## config.mk

```make
export PLATFORM = sky130hd
export DESIGN_NAME = coord_tracker
export DESIGN_NICKNAME = d
export VERILOG_FILES = /design/src/rtl/coord_pkg.sv /design/src/rtl/coord_tap.sv /design/src/rtl/coord_tracker.sv
export SDC_FILE = /design/constraint.sdc
export NUM_CORES = 1
export LEC_CHECK = 0
export ABC_AREA = 1
export CAP_MARGIN = 20
export CELL_PAD_IN_SITES_DETAIL_PLACEMENT = 0
export CELL_PAD_IN_SITES_GLOBAL_PLACEMENT = 1
export CORE_ASPECT_RATIO = 1.2
export CORE_MARGIN = 2
export CORE_UTILIZATION = 24
export DETAILED_ROUTE_END_ITERATION = 16
export DONT_BUFFER_PORTS = 1
export PLACE_DENSITY = 0.54
export REMOVE_ABC_BUFFERS = 1
export SLEW_MARGIN = 20
export SYNTH_ARGS = -nofsm -noshare
export SYNTH_HDL_FRONTEND = slang
export SYNTH_SLANG_ARGS = --single-unit
```

## constraint.sdc

```tcl
create_clock -name clock -period 2.73 [get_ports clock]
set_clock_uncertainty 0.1 [all_clocks]
set_input_delay 0.273 -clock clock [delete_from_list [all_inputs] [get_ports clock]]
set_output_delay 0.273 -clock clock [all_outputs]
set_load 0.01 [all_outputs]
```

## src/rtl/coord_pkg.sv

```systemverilog
// -----------------------------------------------------------------------------
// coord_pkg
// Shared types and helpers for the coordinate tracker:
//   lock_state_e  - lock state machine encoding (UNLOCK, LOCKED)
//   coord_t       - a (v, h) pair in plain 32-bit form for elaboration-time and
//                   combinational helper arithmetic
//   tap_offs_t    - per-tap line/pixel offsets derived from a latency
//   next_coord()  - raster successor of (v, h) in an H x W frame
//   tap_offsets() - constant function turning a tap latency into (DV, DH)
// -----------------------------------------------------------------------------
package coord_pkg;

  typedef enum logic {
    UNLOCK = 1'b0,
    LOCKED = 1'b1
  } lock_state_e;

  typedef struct packed {
    logic [31:0] v;
    logic [31:0] h;
  } coord_t;

  typedef struct packed {
    logic [31:0] dv;
    logic [31:0] dh;
  } tap_offs_t;

  // Raster successor: step the pixel, carry into the line at end of line,
  // and wrap the line at end of frame.
  function automatic coord_t next_coord(input int unsigned v,
                                        input int unsigned h,
                                        input int unsigned height,
                                        input int unsigned width);
    coord_t c;
    if (h == width - 1) begin
      c.h = '0;
      c.v = (v == height - 1) ? '0 : v + 1;
    end else begin
      c.h = h + 1;
      c.v = v;
    end
    return c;
  endfunction

  // A tap of latency L shows the coordinate L-1 pixels behind its source.
  // The backward distance is reduced modulo the frame, then split into whole
  // lines (dv) and leftover pixels (dh).
  function automatic tap_offs_t tap_offsets(input int unsigned latency,
                                            input int unsigned height,
                                            input int unsigned width);
    tap_offs_t   o;
    int unsigned e;
    e    = (latency - 1) % (height * width);
    o.dv = e / width;
    o.dh = e % width;
    return o;
  endfunction

endpackage

```

## src/rtl/coord_tap.sv

```systemverilog
// -----------------------------------------------------------------------------
// coord_tap
// One registered modulo subtractor: out = src - (DV lines + DH pixels),
// wrapped inside a FRAME_HEIGHT x FRAME_WIDTH raster, one cycle of latency.
// Ports:
//   clock     in   rising-edge clock
//   n_rst     in   synchronous active-low reset (outputs return to 0)
//   enable    in   clock enable; register holds when low
//   src_vcnt  in   source line counter
//   src_hcnt  in   source pixel counter
//   tap_vcnt  out  delayed line counter
//   tap_hcnt  out  delayed pixel counter
// -----------------------------------------------------------------------------
module coord_tap #(
  parameter  int FRAME_HEIGHT = 2,
  parameter  int FRAME_WIDTH  = 2,
  parameter  int DV           = 0,
  parameter  int DH           = 0,
  localparam int V_BITW       = $clog2(FRAME_HEIGHT),
  localparam int H_BITW       = $clog2(FRAME_WIDTH)
) (
  input  logic              clock,
  input  logic              n_rst,
  input  logic              enable,
  input  logic [V_BITW-1:0] src_vcnt,
  input  logic [H_BITW-1:0] src_hcnt,
  output logic [V_BITW-1:0] tap_vcnt,
  output logic [H_BITW-1:0] tap_hcnt
);

  // One extra bit on every intermediate so src + size - offset never wraps.
  localparam logic [V_BITW:0] H_X  = (V_BITW+1)'(FRAME_HEIGHT);
  localparam logic [H_BITW:0] W_X  = (H_BITW+1)'(FRAME_WIDTH);
  localparam logic [V_BITW:0] DV_X = (V_BITW+1)'(DV);
  localparam logic [H_BITW:0] DH_X = (H_BITW+1)'(DH);

  logic              borrow;
  logic [H_BITW:0]   src_h_x;
  logic [V_BITW:0]   src_v_x;
  logic [H_BITW:0]   h_x;
  logic [V_BITW:0]   d_x;
  logic [V_BITW:0]   v_x;
  logic [V_BITW-1:0] tap_v_q, tap_v_d;
  logic [H_BITW-1:0] tap_h_q, tap_h_d;

  always_comb begin
    // NOTE: every variable written here gets a value on every path, so no latch is inferred.
    src_h_x = {1'b0, src_hcnt};
    src_v_x = {1'b0, src_vcnt};
    borrow  = (src_h_x < DH_X);
    h_x     = borrow ? (src_h_x + W_X - DH_X) : (src_h_x - DH_X);
    // A pixel borrow costs one extra line.
    d_x     = DV_X + {{V_BITW{1'b0}}, borrow};
    v_x     = (src_v_x < d_x) ? (src_v_x + H_X - d_x) : (src_v_x - d_x);
    tap_h_d = h_x[H_BITW-1:0];
    tap_v_d = v_x[V_BITW-1:0];
  end

  always_ff @(posedge clock) begin
    if (!n_rst) begin
      tap_v_q <= '0;
      tap_h_q <= '0;
    end else if (enable) begin
      tap_v_q <= tap_v_d;
      tap_h_q <= tap_h_d;
    end
  end

  assign tap_vcnt = tap_v_q;
  assign tap_hcnt = tap_h_q;

endmodule

```

## src/rtl/coord_tracker.sv

```systemverilog
// -----------------------------------------------------------------------------
// coord_tracker
// Flywheel-stabilised multi-tap coordinate generator. A lock state machine
// checks that the incoming raster counters are continuous; once locked, every
// tap is fed from an internal free-running flywheel so a glitched or stalled
// input cannot disturb downstream stages.
// Ports:
//   clock     in   rising-edge clock
//   n_rst     in   synchronous active-low reset
//   enable    in   clock enable; all state holds when low, mismatch drops
//   in_vcnt   in   input line counter
//   in_hcnt   in   input pixel counter
//   out_vcnt  out  per-tap delayed line counter   [NUM_TAPS][V_BITW]
//   out_hcnt  out  per-tap delayed pixel counter  [NUM_TAPS][H_BITW]
//   locked    out  high while LOCKED
//   mismatch  out  one-cycle pulse per input/flywheel mismatch in LOCKED
//   err_cnt   out  saturating count of LOCKED mismatches
// -----------------------------------------------------------------------------
module coord_tracker
  import coord_pkg::*;
#(
  parameter  int FRAME_HEIGHT       = -1,
  parameter  int FRAME_WIDTH        = -1,
  parameter  int NUM_TAPS           = 1,
  parameter  int LATENCY [NUM_TAPS] = '{default: 1},
  parameter  int LOCK_COUNT         = 16,
  parameter  int MISS_LIMIT         = 4,
  localparam int V_BITW             = $clog2(FRAME_HEIGHT),
  localparam int H_BITW             = $clog2(FRAME_WIDTH)
) (
  input  logic                             clock,
  input  logic                             n_rst,
  input  logic                             enable,
  input  logic [V_BITW-1:0]                in_vcnt,
  input  logic [H_BITW-1:0]                in_hcnt,
  output logic [NUM_TAPS-1:0][V_BITW-1:0]  out_vcnt,
  output logic [NUM_TAPS-1:0][H_BITW-1:0]  out_hcnt,
  output logic                             locked,
  output logic                             mismatch,
  output logic [15:0]                      err_cnt
);

  localparam int STREAK_W = $clog2(LOCK_COUNT + 1);
  localparam int MISS_W   = $clog2(MISS_LIMIT + 1);
  localparam logic [STREAK_W-1:0] STREAK_LAST = STREAK_W'(LOCK_COUNT - 1);
  localparam logic [MISS_W-1:0]   MISS_LAST   = MISS_W'(MISS_LIMIT - 1);

  lock_state_e         state_q;
  logic [V_BITW-1:0]   fw_v_q;
  logic [H_BITW-1:0]   fw_h_q;
  logic [STREAK_W-1:0] streak_q;
  logic [MISS_W-1:0]   miss_q;
  logic [15:0]         err_cnt_q;
  logic                mismatch_q;
  // Set by the first enabled cycle after reset: until then fw holds its reset
  // value rather than a prediction, so it must not count as a match.
  logic                primed_q;

  coord_t            in_nxt, fw_nxt;
  logic [V_BITW-1:0] in_next_v, fw_next_v, src_v;
  logic [H_BITW-1:0] in_next_h, fw_next_h, src_h;
  logic              match;

  always_comb begin
    in_nxt    = next_coord(32'(in_vcnt), 32'(in_hcnt), FRAME_HEIGHT, FRAME_WIDTH);
    fw_nxt    = next_coord(32'(fw_v_q), 32'(fw_h_q), FRAME_HEIGHT, FRAME_WIDTH);
    in_next_v = V_BITW'(in_nxt.v);
    in_next_h = H_BITW'(in_nxt.h);
    fw_next_v = V_BITW'(fw_nxt.v);
    fw_next_h = H_BITW'(fw_nxt.h);
    match     = primed_q && (in_vcnt == fw_v_q) && (in_hcnt == fw_h_q);
    // Once locked the taps follow the flywheel, never the raw input.
    src_v     = (state_q == LOCKED) ? fw_v_q : in_vcnt;
    src_h     = (state_q == LOCKED) ? fw_h_q : in_hcnt;
  end

  always_ff @(posedge clock) begin
    // NOTE: sequential state uses non-blocking assignments so every register samples pre-edge values.
    if (!n_rst) begin
      state_q    <= UNLOCK;
      fw_v_q     <= '0;
      fw_h_q     <= '0;
      streak_q   <= '0;
      miss_q     <= '0;
      err_cnt_q  <= '0;
      mismatch_q <= 1'b0;
      primed_q   <= 1'b0;
    end else if (!enable) begin
      mismatch_q <= 1'b0;
    end else begin
      primed_q   <= 1'b1;
      mismatch_q <= 1'b0;
      case (state_q)
        UNLOCK: begin
          // Predict the next input from the current one.
          fw_v_q <= in_next_v;
          fw_h_q <= in_next_h;
          miss_q <= '0;
          if (match) begin
            if (streak_q == STREAK_LAST) begin
              state_q  <= LOCKED;
              streak_q <= '0;
            end else begin
              streak_q <= streak_q + 1'b1;
            end
          end else begin
            streak_q <= '0;
          end
        end
        LOCKED: begin
          if (match) begin
            fw_v_q <= fw_next_v;
            fw_h_q <= fw_next_h;
            miss_q <= '0;
          end else begin
            mismatch_q <= 1'b1;
            if (err_cnt_q != 16'hFFFF) begin
              err_cnt_q <= err_cnt_q + 16'd1;
            end
            if (miss_q == MISS_LAST) begin
              // Give up on the flywheel and re-seed it from the new raster.
              state_q  <= UNLOCK;
              streak_q <= '0;
              miss_q   <= '0;
              fw_v_q   <= in_next_v;
              fw_h_q   <= in_next_h;
            end else begin
              miss_q <= miss_q + 1'b1;
              fw_v_q <= fw_next_v;
              fw_h_q <= fw_next_h;
            end
          end
        end
        default: state_q <= UNLOCK;
      endcase
    end
  end

  assign locked   = (state_q == LOCKED);
  assign mismatch = mismatch_q;
  assign err_cnt  = err_cnt_q;

  for (genvar k = 0; k < NUM_TAPS; k++) begin : g_tap
    localparam tap_offs_t OFFS = tap_offsets(LATENCY[k], FRAME_HEIGHT, FRAME_WIDTH);

    coord_tap #(
      .FRAME_HEIGHT (FRAME_HEIGHT),
      .FRAME_WIDTH  (FRAME_WIDTH),
      .DV           (int'(OFFS.dv)),
      .DH           (int'(OFFS.dh))
    ) u_tap (
      .clock    (clock),
      .n_rst    (n_rst),
      .enable   (enable),
      .src_vcnt (src_v),
      .src_hcnt (src_h),
      .tap_vcnt (out_vcnt[k]),
      .tap_hcnt (out_hcnt[k])
    );
  end

endmodule

```

### Yosys cells after proc, flatten, opt, wreduce, memory -nomap -nowiden

Index checks and enable logic that the tools add are counted.

* logic and storage cells: 61
* output and inout port bits: 82
* input port bits: 67
* bits in registers: 155

* reductions and logical operators: 5
* $add $sub $neg: 7
* equal/unequal tests: 11
* muxes and demuxes: 26
* bitwise operators: 2

Operator list (number)
* 32-bit 2-to-1 mux: 8
* 32-bit by 1-bit adder with 32-bit output (second input constant): 4
* 32-bit equality test (second input constant): 4
* 64-bit 2-to-1 mux: 2
* 32-bit case mux with 2 select lines: 2
* 32-bit equality test: 2
* 5-bit 2-to-1 mux: 4
* 16-bit by 1-bit adder with 16-bit output (second input constant): 1
* 16-bit != test (second input constant): 1
* 5-bit case mux with 2 select lines: 1
* 3-bit 2-to-1 mux: 2
* 3-bit case mux with 2 select lines: 1
* 3-bit AND reduction: 2
* 5-bit by 1-bit adder with 5-bit output (second input constant): 1
* 5-bit by 4-bit equality test with 1-bit output (second input constant): 1
* 1-bit 2-to-1 mux: 5
* 4-bit AND reduction: 1
* 3-bit by 1-bit adder with 3-bit output (second input constant): 1
* 3-bit by 2-bit equality test with 1-bit output (second input constant): 1
* 1-bit logical AND: 2
* 2-bit by 1-bit != test with 1-bit output (second input constant): 1
* 2-bit != test (second input constant): 1
* 1-bit inverter: 2
* 1-bit case mux with 2 select lines: 1

### Longest topological paths before layout

Gate-level depths: netlist (run 1).

* depth after elaboration: 6
* depth in mapped cells: 17
* mapped depth without buffers: 16

### Cells and area by module

From an unflattened synthesis (run 1), not the netlist that was laid out.

* cells, all modules: 2584
* area total of the unflattened synthesis: 14015.9 sq um

Modules (own cells, without submodules)
* coord_tracker: cells each 2179, instances 1, area an instance 11345.9 sq um
* coord_tap: cells each 405, instances 1, area an instance 2670.1 sq um

### Least setup slack after synthesis (run 1)

Ideal clock, no wire load.

* path kind: flip-flop to flip-flop
* start point: reg err_cnt_q[0] (netlist: err_cnt[0])
* end point: reg err_cnt_q[10] (netlist: err_cnt[10])
* setup slack: 0.839 ns
* cell stages (with the launch flop): 10
* arrival time: 1.659 ns
* buffers on the path: 1
* clock period less this slack: 1.891 ns
* required time: 2.498 ns
* path through: dfxtp_1 -> ha_1 -> nand2_1 -> inv_1 -> nand3_1 -> nor3_1 -> a21oi_2 -> clkbuf_1 -> nand3_1 -> a21oi_1

* cells in the longest elaborated chain, start to end: 2
* elaborated cells on any way between the ends: 3

RTL lines
* start: declaration: line coord_tracker.sv:53 `logic [15:0] err_cnt_q;`
* start signal: assignment: line coord_tracker.sv:118 `err_cnt_q <= err_cnt_q + 16'd1;`
* parallel branches: the longest is 2 deep, another holds 16-bit by 1-bit adder with 16-bit output

Several ways; the timed one is not identified.
A chain may end at the register's enable or synchronous reset.

### Worst setup path after layout (run 1)

* start point: in in_vcnt[0]
* end point: reg fw_v_q[9]

* cells in the longest elaborated chain, start to end: 6
* elaborated cells on any way between the ends: 10

RTL lines
* start: declaration: line coord_tracker.sv:34 `input logic [V_BITW-1:0] in_vcnt,`
* 32-bit by 1-bit adder with 32-bit output or 32-bit equality test (tied branches): line coord_pkg.sv:37 `c.v = (v == height - 1) ? '0 : v + 1;`
* 32-bit 2-to-1 mux: line coord_pkg.sv:37
* 64-bit 2-to-1 mux: line coord_pkg.sv:35 `if (h == width - 1) begin`
* 32-bit 2-to-1 mux: line coord_tracker.sv:120 `if (miss_q == MISS_LAST) begin`
* 32-bit 2-to-1 mux: line coord_tracker.sv:111 `if (match) begin`
* 32-bit case mux with 2 select lines (*): line coord_tracker.sv:93 `case (state_q)`
* end signal: assignment: line coord_tracker.sv:96 `fw_v_q <= in_next_v;`
* end signal: assignment: line coord_tracker.sv:112 `fw_v_q <= fw_next_v;`
* end signal: assignment: line coord_tracker.sv:125 `fw_v_q <= in_next_v;`
* end: declaration: line coord_tracker.sv:49 `logic [V_BITW-1:0] fw_v_q;`

Every way passes the cells marked *; elsewhere a longest branch is shown, timed or not.

==> results of run 1 <==
[synthesized netlist by cell type, drive strengths merged]
library cell  instances
nand3               188
a21oi               131
xnor2                12
a31oi                 4
buf                  33
dfxtp               155
o211ai                5
inv                 311
and2                  1
nand3b                3
nor4                 11
and2b                 1
nand2b                1
clkbuf               55
or2                   1
and3                  3
nor3                 52
o21a                  1
o21ai                82
nand4                56
ha                   11
o221ai               63
xor2                 43
a22oi                 1
nor2                361
nand2               821
a21o                  1
nor3b                 3
clkinv                2
[worst paths after layout]
kind	endpoint	slack [ps]
worst min register to register	miss_q[2]	350
worst min-delay path	g_tap[0].u_tap.tap_vcnt[11]	40
worst max-delay path	fw_v_q[9]	100
worst max register to register	fw_h_q[26]	140
[worst register-to-register path, cell delays in order, from the launching register on]
cell,delay (ps)
dfxtp_1,320
buf_4,160
nand2_1,90
nand4_1,150
nor2_1,250
nand2_1,140
nor2_1,310
nand3_4,160
nand2_4,160
nand2_8,150
buf_4,240
nand2_1,80
nand3_1,70
nand2_1,70
inv_1,40
[cells by family after synthesis]
kind of cell | count (synthesis) | share of synthesized area (%)
and+or+nand+nor | 1502 | 47.02
adders and majority gates | 11 | 1.037
DFF | 155 | 23.37
buffers and inverters | 401 | 12.03
AOI/OAI and AO/OA | 288 | 12.91
xor gates and xnor gates | 55 | 3.628
[final cells by class]
type	instances	area, µm²
multi-input cells	1856	8615
well taps	720	900.9
repair buffers	164	1516
fillers	6407	38910
clock inverters	15	152.6
clock buffers	17	425.4
inverters	313	1180
flip-flops and latches	155	3108
[power by group through the flow]
stage / clock [µW] / combinational [µW] / sequential [µW]
floorplan: 0 / 795 / 2590
global placement: 0 / 1220 / 2640
detailed placement: 0 / 1210 / 2640
CTS: 2690 / 1350 / 2590
global route: 2760 / 1510 / 2610
finish: 2580 / 1360 / 2590
[timing repair]
item	4_1_cts	5_1_grt
setup buffers	0	0
cloned	0	0
setup endpoints to repair	26	56
resized for setup	2	9
pin swaps	0	0
endpoints found under the hold margin	134	0
hold buffers	55	0
[layer usage]
| metal | vias to the layer above | routed length (µm) | global-route usage [%] |
|---|---|---|---|
| li1 | 7951 | - | - |
| met1 | 7544 | 27860 | 28.13 |
| met2 | 582 | 35120 | 44.04 |
| met3 | 118 | 3847 | 4.039 |
| met4 | 0 | 2794 | 10.85 |
| met5 | - | 0 | 0 |
[through the flow]
stage          std cells  util (%)  area, µm²
2_1_floorplan       2324         -      12860
4_1_cts             3240     28.94      15860
5_1_grt             3240     29.01      15900
3_3_place_gp        3153     26.81      14690
6_report            3240     29.01      15900
3_5_place_dp        3153     26.81      14690
[registers in the layout, indices dropped and copies added (netlist names)]
signal                flops
locked                    1
miss_q                    3
fw_h_q                   32
g_tap.u_tap.tap_hcnt     32
primed_q                  1
fw_v_q                   32
g_tap.u_tap.tap_vcnt     32
mismatch                  1
err_cnt                  16
streak_q                  5
[cells in the final DEF (no fill, tap or decap), drive strengths merged, types with 3 or more instances in the layout]
master	count
a21oi	131
a31oi	4
and3	3
buf	111
clkbuf	17
clkinv	5
clkinvlp	4
dfxtp	155
dlygate4sd3	53
ha	11
inv	318
nand2	821
nand3	188
nand3b	3
nand4	56
nor2	361
nor3	52
nor3b	3
nor4	11
o211ai	5
o21ai	82
o221ai	63
xnor2	12
xor2	43
==> impl_metrics.json, run 1 <==
{
  "period_share_pct": 96.24,
  "p_switching_uw": 2374,
  "antenna_left": 0,
  "die_area_um2": 57230,
  "synth.area.top_cells": "dfxtp_1 23%, nand2_1 23%, nor2_1 10%",
  "synth_cell_type_count": 44,
  "dpl_worst_slack_ps": -75.39,
  "crit_required_ps": 3040,
  "p_int_uw": 4150,
  "cp_top_family": "simple AND/OR/NAND/NOR gates",
  "fp.dieW_um": 218.7,
  "seq_area_frac_synth_pct": 23.37,
  "avgRoutedWirePerCell_um": 21.49,
  "num_antenna_cells": 0,
  "fin_tns_setup_ps": 0,
  "hp-start": "in_vcnt[11]",
  "die_y_um": 261.7,
  "rr_startpoint": "fw_v_q[19]",
  "critPathCaptureType": "register",
  "worst_hold_slack_ps": 39.13,
  "grt_max_degree": 79,
  "synth_area_um2": 13280,
  "gp_congestion": 0.9341,
  "nNetsFinal": 2585,
  "yosysWarningCount": 0,
  "finalPower_uw": 6523,
  "cts-root-buf": "clkbuf_16",
  "dr.pass1.iters": 8,
  "grt_first_pass_wirelength_mm": 103.0,
  "io_pins": 149,
  "ctsLongestPathBuffers": 2,
  "clkSlewWorstSetupHoldPaths_ps": 70,
  "drc": 0,
  "p_leak_uw": 0.007168,
  "pwr_density_cell_nw_per_um2": 410.3,
  "path_depth": 14,
  "cp-start-kind": "primary input",
  "slowest_stage": "dlygate4sd3_1",
  "r2r_cells": 14,
  "grtUsageTotal_pct": 24.37,
  "period_needed_ps": 2627,
  "fmax_mhz": 380.6,
  "p_seq_share_pct": 39.7,
  "ys_ff_latch": 155,
  "cp_cell_sequence": "dlygate4sd3_1 > inv_1 > ha_1 > nand2_1 > nor2_1 > nand4_1 > nor2_1 > nand2_1 > inv_1 > nor2_1 > nand2_1 > nand3_1 > nand2_1 > inv_1",
  "clk_latency_ps": 520,
  "numCtsBuffers": 17,
  "p_clk_share_pct": 39.5,
  "area_growth_pct": 19.73,
  "ir_worst_vdd_mv": 0.2836,
  "avgSynthCellArea_um2": 5.505,
  "power_frac_comb_pct": 20.8,
  "worst_slew_pin_slew_ps": 1000,
  "crit_arrival_ps": 2940,
  "slew_headroom_pct": 33.30,
  "overflow": 0,
  "synth_top_cell_by_area": "dfxtp_1",
  "status": "finished clean",
  "finalSetupViolCount": 0,
  "clock_sinks": 155,
  "hold_violations": 0,
  "startpoint": "in_vcnt[0]",
  "hold_path.class": "in2reg",
  "critPathKind": "in2reg",
  "slowest_delay_ps": 580,
  "slew_viol_final": 0,
  "grt_pass1_vias": 15840,
  "start_util_pct": 24.23,
  "cts_tree": "built",
  "cp_num_buf_inv": 4,
  "vias": 16200,
  "core_area_um2": 54810,
  "synthCells": 2412,
  "rows": 94,
  "drive_gt1_share_pct": 8.333,
  "drt_wl_total_mm": 69.62,
  "synth_top_area_share_pct": 23.37,
  "h-tree-depth": 4,
  "crit_fanout": 5,
  "rsz0062_at_grt": "false",
  "cap_violations": 0,
  "hpwlAfterDp_mm": 51.47,
  "antenna_found_initial": 0,
  "via_per_inst": 4.998,
  "cp_common_cell": "nand2_1",
  "postLayoutSetupSlackWorst_ps": 102.7,
  "drt_iter0_drc": 1383,
  "holdPathStages": 4,
  "port_buffers": 0,
  "p_sw_share_pct": 36.39
}
Note: power is estimated with default switching activity, not from simulation.
==> run 2: changes to the inputs <==
--- a/config.mk
+++ b/config.mk
@@ -12,6 +12,7 @@
 export CORE_ASPECT_RATIO = 1.2
 export CORE_MARGIN = 2
 export CORE_UTILIZATION = 24
+export CTS_CLUSTER_SIZE = 14
 export DETAILED_ROUTE_END_ITERATION = 16
 export DONT_BUFFER_PORTS = 1
 export PLACE_DENSITY = 0.54
==> results of run 2 <==
The final DEF is identical to that of run 1; final timing and power are the same.
==> run 3: changes to the inputs <==
--- a/config.mk
+++ b/config.mk
@@ -6,7 +6,6 @@
 export NUM_CORES = 1
 export LEC_CHECK = 0
 export ABC_AREA = 1
-export CAP_MARGIN = 20
 export CELL_PAD_IN_SITES_DETAIL_PLACEMENT = 0
 export CELL_PAD_IN_SITES_GLOBAL_PLACEMENT = 1
 export CORE_ASPECT_RATIO = 1.2
@@ -17,7 +16,7 @@
 export DONT_BUFFER_PORTS = 1
 export PLACE_DENSITY = 0.54
 export REMOVE_ABC_BUFFERS = 1
-export SLEW_MARGIN = 20
+export SETUP_SLACK_MARGIN = 0.5
 export SYNTH_ARGS = -nofsm -noshare
 export SYNTH_HDL_FRONTEND = slang
 export SYNTH_SLANG_ARGS = --single-unit
==> run 3 against run 2 <==
Net effect:
- cell count increased by 1.7%
- clock power about the same
- critical path type unchanged
- routed wire length is 3.3% higher
- setup slack better by 350 ps
- via count rose by 3.0%
- sequential power is essentially flat
- largest cell class unchanged
- clock-buffer cell count is the same
- register-to-register slack improved by 330 ps
- combinational power up 11%
- utilization rose by 2.7 points
- worst hold slack got worse by 5.2 ps
==> impl_metrics.json, run 3 (synthesis results as in run 1) <==
{
  "status": "finished clean",
  "stdcell_area_um2": 17370,
  "crit_fanout": 7,
  "pwr_density_cell_nw_per_um2": 384.8,
  "final_cells": 3296,
  "rr_startpoint": "fw_h_q[19]",
  "num_antenna_cells": 0,
  "worst_slew_pin_slew_ps": 1000,
  "hold_path.class": "in2reg",
  "most-common-layout-cells": "761 x nand2_1, 299 x nor2_1, 262 x inv_1, 169 x nand3_1, 121 x buf_4",
  "clock_sinks": 155,
  "rows": 94,
  "r2r_end": "streak_q[3]",
  "drt_wl_total_mm": 71.95,
  "postPlaceCellArea_um2": 14690,
  "rsz0062_at_grt": "true",
  "fp.dieW_um": 218.7,
  "antenna_found_initial": 0,
  "finalSetupViolCount": 0,
  "hold_violations": 0,
  "grtUsageTotal_pct": 24.45,
  "core_area_um2": 54810,
  "cts_tree": "built",
  "critPathKind": "in2reg",
  "die_area_um2": 57230,
  "cts-root-buf": "clkbuf_16",
  "p_leak_uw": 0.007748,
  "period_share_pct": 83.53,
  "ctsLongestPathBuffers": 2,
  "holdPathStages": 4,
  "drc": 0,
  "slew_headroom_pct": 33.30,
  "r2r_cells": 14,
  "h-tree-depth": 4,
  "hpwlAfterDp_mm": 51.47,
  "hold_end": "fw_h_q[29]",
  "clk_latency_ps": 510,
  "ir_worst_vdd_mv": 0.2854,
  "numCtsBuffers": 17,
  "drive_gt1_share_pct": 17.86,
  "overflow": 0,
  "period_needed_ps": 2280,
  "gp_congestion": 0.9341,
  "nNetsFinal": 2641,
  "vias": 16680,
  "drt_iter0_drc": 1308,
  "r2r_slack_ps": 470,
  "mostFrequentLayoutCell": "nand2_1",
  "avgRoutedWirePerCell_um": 21.83,
  "fmax_mhz": 438.5,
  "clkSlewWorstSetupHoldPaths_ps": 80,
  "dr.pass1.iters": 5,
  "io_pins": 149,
  "worst_hold_slack_ps": 33.97,
  "grt_max_degree": 79,
  "grt_pass1_vias": 16080,
  "via_per_inst": 5.061,
  "cap_violations": 0,
  "grt_first_pass_wirelength_mm": 103.6,
  "crit_required_ps": 3040,
  "start_util_pct": 24.23,
  "dpl.cell_count": 3153,
  "cp-start-kind": "primary input",
  "area_growth_pct": 30.80,
  "critPathCaptureType": "register",
  "hp-start": "in_hcnt[29]",
  "port_buffers": 0,
  "slew_viol_final": 0,
  "die_y_um": 261.7,
  "antenna_left": 0,
  "crit_arrival_ps": 2590
}
-- run 3: cell type report --
type	count	area, µm²
Clock buffer	17	425.4
Clock inverter	15	152.6
Fill cell	6334	37440
Inverter	313	1221
Multi-Input combinational cell	1857	9239
Sequential cell	155	3234
Tap cell	720	900.9
Timing Repair Buffer	219	2193
-- run 3: how the worst max path moves through the flow --
| stage | slack [ps] | end | from | cells past startpoint |
|---|---|---|---|---|
| 2_1_floorplan | -570 | g_tap[0].u_tap.tap_hcnt[10] | enable | 6 |
| 5_1_grt | 390 | fw_h_q[1] | fw_h_q[20] | 16 |
| 3_3_place_gp | -70 | fw_h_q[26] | fw_h_q[31] | 16 |
| 3_5_place_dp | -80 | fw_h_q[26] | fw_h_q[31] | 16 |
| 4_1_cts | 500 | fw_h_q[26] | fw_h_q[0] | 16 |
| 6_report | 450 | streak_q[3] | in_hcnt[21] | 15 |
-- run 3: critical path: stages --
cell	delay, ps
dlygate4sd3_1	640
inv_1	90
nand2_1	90
nand2_1	70
nor2_2	160
nand4_1	180
nor2_4	220
nand3_4	130
nand2_8	140
nand2_8	130
nand2_8	170
buf_12	140
nand2_4	40
nand2_2	60
nor2_2	30
-- run 3: power by group --
group	leakage (µW)	switching [µW]	internal, µW
logic	0.00618	954	560
registers	0.00130	193	2400
clock network	0.000271	1300	1280
-- run 3: stage by stage --
stage | utilization, % | power, µW | setup WS (ps) | TNS, ps
floorplan | - | 3387 | -571.1 | -44840
global placement | 26.81 | 3858 | -69.89 | -349.3
detailed placement | 26.81 | 3854 | -75.39 | -484.7
CTS | 29.85 | 6667 | 499.1 | 0
global route | 31.69 | 7046 | 386.6 | 0
finish | 31.69 | 6683 | 449.6 | 0
-- run 3: timing repair --
item / in CTS / in global routing
setup endpoints to repair: 90 / 89
endpoints found under the hold margin: 135 / 60
pin swaps: 23 / 63
setup buffers: 16 / 21
hold buffers: 60 / 5
gates cloned: 2 / 7
gates resized for setup: 112 / 211
-- run 3: routing by layer --
| layer | wire [µm] | share of wire [%] | vias to the layer above | track usage, % |
|---|---|---|---|---|
| met3 | 3696 | 5.1 | 157 | 4.271 |
| met5 | 0 | 0 | - | 0 |
| met1 | 28850 | 40 | 7873 | 28.54 |
| met2 | 35810 | 50 | 575 | 43.71 |
| met4 | 3587 | 5.0 | 0 | 10.64 |
| li1 | - | - | 8077 | - |
